--- config.mk ---
export PLATFORM = sky130hd
export DESIGN_NAME = sprite_compositor
export DESIGN_NICKNAME = d
export VERILOG_FILES = /design/src/rtl/sprite_compositor.sv
export SDC_FILE = /design/constraint.sdc
export NUM_CORES = 1
export LEC_CHECK = 0
export CAP_MARGIN = 20
export CORE_MARGIN = 1
export CORE_UTILIZATION = 40
export CTS_BUF_LIST = sky130_fd_sc_hd__clkbuf_4 sky130_fd_sc_hd__clkbuf_8
export CTS_CLUSTER_SIZE = 40
export DETAILED_ROUTE_END_ITERATION = 8
export GPL_TIMING_DRIVEN = 0
export HOLD_SLACK_MARGIN = 0.06
export REMOVE_ABC_BUFFERS = 1
export SYNTH_ARGS = -nofsm -noshare
export SYNTH_HDL_FRONTEND = slang
export SYNTH_SLANG_ARGS = --single-unit
--- constraint.sdc ---
create_clock -name clk -period 2.4 [get_ports clk]
set_input_delay 0.36 -clock clk [delete_from_list [all_inputs] [get_ports clk]]
set_output_delay 0.36 -clock clk [all_outputs]
set_load 0.05 [all_outputs]
--- src/rtl/sprite_compositor.sv ---
// Sprite/background compositor: resolves sprite priority and transparency, maps the
// winning index through a CPU-writable palette, and tracks sprite-to-sprite collisions.
module sprite_compositor #(
  parameter int NUM_SPR = 4,
  parameter int PIXW    = 4,
  parameter int COLRW   = 12,
  parameter int TRANSP  = 0
) (
  input  logic                    clk,
  input  logic                    rst,
  input  logic [NUM_SPR*PIXW-1:0] spr_pix,
  input  logic [NUM_SPR-1:0]      spr_drawing,
  input  logic [PIXW-1:0]         bg_pix,
  input  logic                    de_in,
  input  logic                    hsync_in,
  input  logic                    vsync_in,
  input  logic                    pal_req,
  input  logic [PIXW:0]           pal_addr,
  input  logic [COLRW-1:0]        pal_wdata,
  output logic                    pal_ack,
  input  logic                    coll_clr,
  output logic [NUM_SPR-1:0]      collision,
  output logic [COLRW-1:0]        rgb,
  output logic                    de,
  output logic                    hsync,
  output logic                    vsync
);

  localparam int PAL_N = 2 ** (PIXW + 1);

  // The palette is written on the edge that leaves IDLE; ACK is the one-cycle ack slot.
  typedef enum logic {IDLE, ACK} wr_state_t;

  wr_state_t              state_q, state_d;
  logic                   wr_en;
  logic [COLRW-1:0]       pal_q [PAL_N];
  logic [COLRW-1:0]       pal_d [PAL_N];

  logic [NUM_SPR-1:0]     opaque;
  logic                   multi;
  logic [NUM_SPR-1:0]     coll_q, coll_d;

  logic [PIXW:0]          idx_p1_q, idx_p1_d;
  logic                   de_p1_q, hs_p1_q, vs_p1_q;
  logic [COLRW-1:0]       rgb_p2_q, rgb_p2_d;
  logic                   de_p2_q, hs_p2_q, vs_p2_q;

  always_comb begin
    opaque = '0;
    for (int n = 0; n < NUM_SPR; n++) begin
      opaque[n] = spr_drawing[n] && (spr_pix[n*PIXW +: PIXW] != PIXW'(TRANSP));
    end
    // Clearing the lowest set bit leaves something only when two or more are set.
    multi = |(opaque & (opaque - NUM_SPR'(1)));
  end

  // Stage 1: priority resolve, lowest-numbered opaque sprite wins
  always_comb begin
    idx_p1_d = {1'b0, bg_pix};
    for (int n = NUM_SPR - 1; n >= 0; n--) begin
      if (opaque[n]) idx_p1_d = {1'b1, spr_pix[n*PIXW +: PIXW]};
    end
  end

  always_comb begin
    coll_d = (coll_clr ? '0 : coll_q) | ((de_in && multi) ? opaque : '0);
  end

  // Stage 2: palette lookup, blanked outside active video
  always_comb begin
    rgb_p2_d = de_p1_q ? pal_q[idx_p1_q] : '0;
  end

  always_comb begin
    state_d = state_q;
    wr_en   = 1'b0;
    case (state_q)
      IDLE: begin
        if (pal_req && !de_in) begin
          wr_en   = 1'b1;
          state_d = ACK;
        end
      end
      ACK:     state_d = IDLE;
      default: state_d = IDLE;
    endcase
  end

  always_comb begin
    for (int i = 0; i < PAL_N; i++) pal_d[i] = pal_q[i];
    if (wr_en) pal_d[pal_addr] = pal_wdata;
  end

  always_ff @(posedge clk or negedge rst) begin
    if (!rst) begin
      state_q  <= IDLE;
      coll_q   <= '0;
      idx_p1_q <= '0;
      de_p1_q  <= 1'b0;
      hs_p1_q  <= 1'b0;
      vs_p1_q  <= 1'b0;
      rgb_p2_q <= '0;
      de_p2_q  <= 1'b0;
      hs_p2_q  <= 1'b0;
      vs_p2_q  <= 1'b0;
      for (int i = 0; i < PAL_N; i++) pal_q[i] <= '0;
    end else begin
      state_q  <= state_d;
      coll_q   <= coll_d;
      idx_p1_q <= idx_p1_d;
      de_p1_q  <= de_in;
      hs_p1_q  <= hsync_in;
      vs_p1_q  <= vsync_in;
      rgb_p2_q <= rgb_p2_d;
      de_p2_q  <= de_p1_q;
      hs_p2_q  <= hs_p1_q;
      vs_p2_q  <= vs_p1_q;
      for (int i = 0; i < PAL_N; i++) pal_q[i] <= pal_d[i];
    end
  end

  assign pal_ack   = (state_q == ACK);
  assign collision = coll_q;
  assign rgb       = rgb_p2_q;
  assign de        = de_p2_q;
  assign hsync     = hs_p2_q;
  assign vsync     = vs_p2_q;

endmodule

# ---- Yosys cells after proc, flatten, opt, wreduce, memory -nomap -nowiden
# Cells that the tools add are included.
# W data, S select, Z words.
dict set report totals {
  wordCells 80
  in_bits 48
  out_inout_bits 20
  regBits 412
}
dict set report classes {
  n_lt_le_gt_ge 3
  reduce_logical 13
  addsub 1
  bitwise 5
  muxes 16
}
# cell count
set op_table {}
lappend op_table {{$bwmux W384} 1}
lappend op_table {{$bmux W12 S5} 1}
lappend op_table {{$demux W12 S5} 1}
lappend op_table {{$mux W12} 4}
lappend op_table {{$mux W5} 4}
lappend op_table {{$reduce_bool A4 Y1} 4}
lappend op_table {{$ge A6 B6 Y1 const B} 2}
lappend op_table {{$not A5 Y6} 2}
lappend op_table {{$mux W4} 2}
lappend op_table {{$logic_and A1 B1 Y1} 7}
lappend op_table {{$lt A6 B1 Y1 const B} 1}
lappend op_table {{$and A4 B4 Y4} 1}
lappend op_table {{$or A4 B4 Y4} 1}
lappend op_table {{$reduce_or A4 Y1} 1}
lappend op_table {{$sub A4 B1 Y4 const B} 1}
lappend op_table {{$mux W1} 2}
lappend op_table {{$pmux W1 S2} 1}
lappend op_table {{$logic_not A1 Y1} 1}
lappend op_table {{$not A1 Y1} 1}

# ---- Depth between registers and ports, before layout
dict set report logic_depth {
  depth_word 8
  mapped_depth 8
  depth_no_buf 4
}

# ---- Least setup slack after synthesis
# No wires, ideal clock.
dict set report synth_timing {
  path_kind {flip-flop to flip-flop}
  from {register state_q (netlist: pal_ack)}
  to {register pal_q[373] (netlist bit)}
  synth_period_minus_slack_ns 2.234
  t_arrival_ns 2.110
  required_time_ns 2.275
  n_path_buf 2
  stages_incl_launch_ff 7
  setup_slack_ns 0.166
  setup_ns 0.125
  cell_sequence {dfrtp_1 > nor3b_2 > or3b_1 > buf_2 > nor4_4 > buf_6 > mux2_2}
}
dict set report synth_via {
  elab_chain_len 1
}
# item line_no
set synth_rtl {}
lappend synth_rtl {{start: declaration} 34} ;# wr_state_t state_q, state_d;
lappend synth_rtl {{start signal: assignment} 108} ;# state_q <= state_d;
lappend synth_rtl {{$mux W1} 77} ;# case (state_q)
lappend synth_rtl {{end: declaration} 36} ;# logic [COLRW-1:0] pal_q [PAL_N];
# Every way passes these cells.
# A chain may end at the register's enable or synchronous reset.

# ---- Worst setup path in the final report
dict set report layout_timing {
  from {register state_q (netlist: pal_ack)}
  to {register pal_q[107] (netlist bit)}
}
# The elaborated chain is that of the path after synthesis.

==> metrics.csv <==
stage;metric;value;unit
setup_path;critPathCaptureType;flip-flop;
detailed_routing;antenna_left;0;
clock_tree;cts-root-buf;clkbuf_8;
timing;fin_crit;2400;ps
timing;worst_slew_pin_slew;978;ps
setup_path;crit_chain;nor3b_4 > and3_1 > nand2_1 > mux2_2;
global_route;overflow;0;
timing;max-slew-margin-rel;33.9;%
setup_path;reg2reg_slack;2;ps
detailed_routing;firstDrtPassIters;6;
timing;hold_viol;0;
timing;slew_viol_final;0;
synth;synth_cells;1210;
clock_tree;insertion_delay;610;ps
placement;gp_congestion;0.781;
clock_tree;clockBufferDepth;3;
power_and_ir_drop;max-vdd-ir-drop;0.000325;V
placement;hpwl;28000;um
timing;rsz0062_at_grt;true;
setup_path;cp-startpoint;pal_ack;
clock_tree;htreeDepth;3;
placement;port_buffers;67;
synth;synthArstFlopShare;100;%
detailed_routing;vias_per_cell;5.52;
global_route;grt_pass1_wl;69500;um
setup_path;reg2regPathDepth;4;
global_route;grt_usage;19.5;%
die;pin_count;68;
detailed_routing;drc;0;
die;fp-row-count;78;
clock_tree;tritoncts;built;
final_layout;syn2layout_area_growth;18.1;%
detailed_routing;wirelength;44400;um
power_and_ir_drop;powerDensity;782;nW/um2
synth;synth_sequential_area_ratio;55.4;%
detailed_routing;wl_per_cell;23.0;um
global_route;grt_antenna_before_repair;2;
setup_path;r2r-end;pal_q[107];
timing;finClkSkew;25.9;ps
setup_path;crit_slowest_cell;nand2_1;
final_layout;stdcell_count;1935;
final_layout;drive_gt1_share;52.6;%
die;die_area;47400;um2
final_layout;final_util;48.1;%
setup_path;crit_end;pal_q[107];
die;start_util;40.7;%
setup_path;worstPathArrival;2880;ps
final_layout;nets;1335;
timing;finalSetupViolCount;0;
synth;synth_cell_types;46;
clock_tree;clkTransAtPathRegs;60;ps
synth;yosys_warnings;0;
run;maxCapViolations;0;
global_route;grt_pass1_vias;11600;
timing;fmax;0.417;GHz
clock_tree;cts_num_sinks;412;
synth;ys_ff_latch;412;
setup_path;slowest_delay;570;ps
global_route;grt_start_max_net_pins;118;
timing;setup_tns;0;ps
clock_tree;cts_buffers;71;
setup_path;r2r_start;pal_ack;
setup_path;cp-start-kind;flip-flop;
setup_path;crit_required;2880;ps
setup_path;crit_type;flip-flop to flip-flop;
synth;syn_area;18600;um2
die;floorplan.die.height;218;um
synth;synth-edff-count;0;
synth;yosys_most_used_dff;dfrtp_1;
die;coreArea;45700;um2
die;chipWidth;218;um
synth;synth.avg_cell_area;15.4;um2
power_and_ir_drop;p_leak;10.0;nW
status;status;finished clean;
placement;dp_cells;1792;
hold_path;hp-class;input port to flip-flop;
setup_path;cp_max_fo;12;
detailed_routing;detail_route.iter0.violations;537;
power_and_ir_drop;total_power;17.2;mW
detailed_routing;dr_total_vias;10700;
timing;finalCritPeriodShare;99.9;%
-- synth_stat cells, drive strengths merged (3+ instances only) --
cell type | n | share of area (%)
nor2 | 23 | 0.56
o211ai | 3 | 0.12
mux2i | 24 | 1.3
nor3b | 3 | 0.15
mux2 | 408 | 25
a31oi | 15 | 0.50
or2 | 3 | 0.10
nand2 | 31 | 0.63
nand3 | 5 | 0.13
o21ai | 14 | 0.38
o2111ai | 4 | 0.19
buf | 56 | 1.6
a221oi | 8 | 0.38
a22oi | 12 | 0.48
mux4 | 84 | 10
nand4 | 3 | 0.10
o41ai | 4 | 0.23
dfrtp | 412 | 55
inv | 5 | 0.10
a221o | 3 | 0.16
o221ai | 12 | 0.56
or3b | 3 | 0.14
clkbuf | 55 | 1.1
-- placed cells by master, fill, tap and decap left out, types with 3 or more instances in the layout --
cell,instances
nor2_2,4
o2111ai_1,4
nand2_1,27
dfrtp_4,3
nand3_1,5
nor2_1,8
inv_1,5
nor2_4,11
buf_8,6
o221ai_2,7
clkbuf_8,88
nand4_1,3
mux2_2,407
mux2i_1,24
a22oi_1,12
mux4_2,84
buf_16,16
clkdlybuf4s50_1,66
clkinv_2,5
o221ai_1,5
buf_4,13
o211ai_1,3
a221o_1,3
o21ai_0,14
clkbuf_4,26
or2_2,3
a31oi_1,15
buf_12,7
buf_6,6
a221oi_1,8
dfrtp_1,408
nand2_2,4
-- state kept, by name, summed over array words and instances, names as in the netlist --
name / cells
de: 1
vsync: 1
de_p1_q: 1
idx_p1_q: 5
rgb: 12
pal_ack: 1
hsync: 1
collision: 4
vs_p1_q: 1
pal_q: 384
hs_p1_q: 1
-- critical path, delay by kind of cell, from the launching register on --
| family | cells | cell delay [ps] |
|---|---|---|
| flops | 1 | 410 |
| simple gates | 3 | 1410 |
| mux | 1 | 460 |
-- power by group --
group / total [mW] / switching (mW) / internal (mW)
Sequential: 8.20 / 0.429 / 7.77
Clock: 6.44 / 2.76 / 3.68
Combinational: 2.55 / 1.14 / 1.41
-- timing repair --
item,CTS,global route
pin swaps,3,5
buffers inserted,13,8
setup endpoints to repair,237,244
gates resized for setup,27,9
hold endpoints to repair,71,0
hold buffers,1,0
-- layer usage --
metal / part of all wire, % / GRT usage (%) / vias to the layer above
met4: 3.0 / 8.10 / 0
met5: 0 / 0 / -
met1: 47 / 27.3 / 5710
met3: 3.9 / 3.44 / 79
li1: - / - / 4679
met2: 47 / 30.1 / 213
-- cell families after synthesis --
family | after synthesis | synth area share, %
AOI/OAI and AO/OA | 81 | 3.25
buffers and inverters | 117 | 2.86
DFF | 412 | 55.4
muxes | 516 | 36.1
and+or+nand+nor | 84 | 2.36
-- through the flow --
| stage | hold slack [ps] | worst slack [ps] | cell area, um2 |
|---|---|---|---|
| finish | 203 | 1.71 | 22000 |
| global route | 176 | -74.6 | 22000 |
| CTS | 156 | -219 | 21800 |
| detailed placement | 336 | -1010 | 20100 |
| global placement | 331 | -16900 | 19500 |
| floorplan | 64.4 | -1930 | 18100 |
-- worst min-delay path by stage --
| stage | slack, ps | cells past startpoint | startpoint | endpoint |
|---|---|---|---|---|
| 5_1_grt | 180 | 1 | vsync_in | vs_p1_q |
| 4_1_cts | 160 | 1 | hsync_in | hs_p1_q |
| 2_1_floorplan | 60 | 0 | rst | collision[0] |
| 3_5_place_dp | 340 | 0 | vs_p1_q | vsync |
| 3_3_place_gp | 330 | 0 | vs_p1_q | vsync |
| 6_report | 200 | 1 | hsync_in | hs_p1_q |
-- layout make-up --
cell class                 instances  area (um2)
fill                            3975       23700
sequential                       412       10300
multi-input combinational        681        7940
timing repair buffer             115        1510
clock buffer                     114        1410
tap                              600         751
clock inverter                     6        36.3
inverter                           6        23.8
antenna                            1        2.50
(Power assumes the default switching activity.)
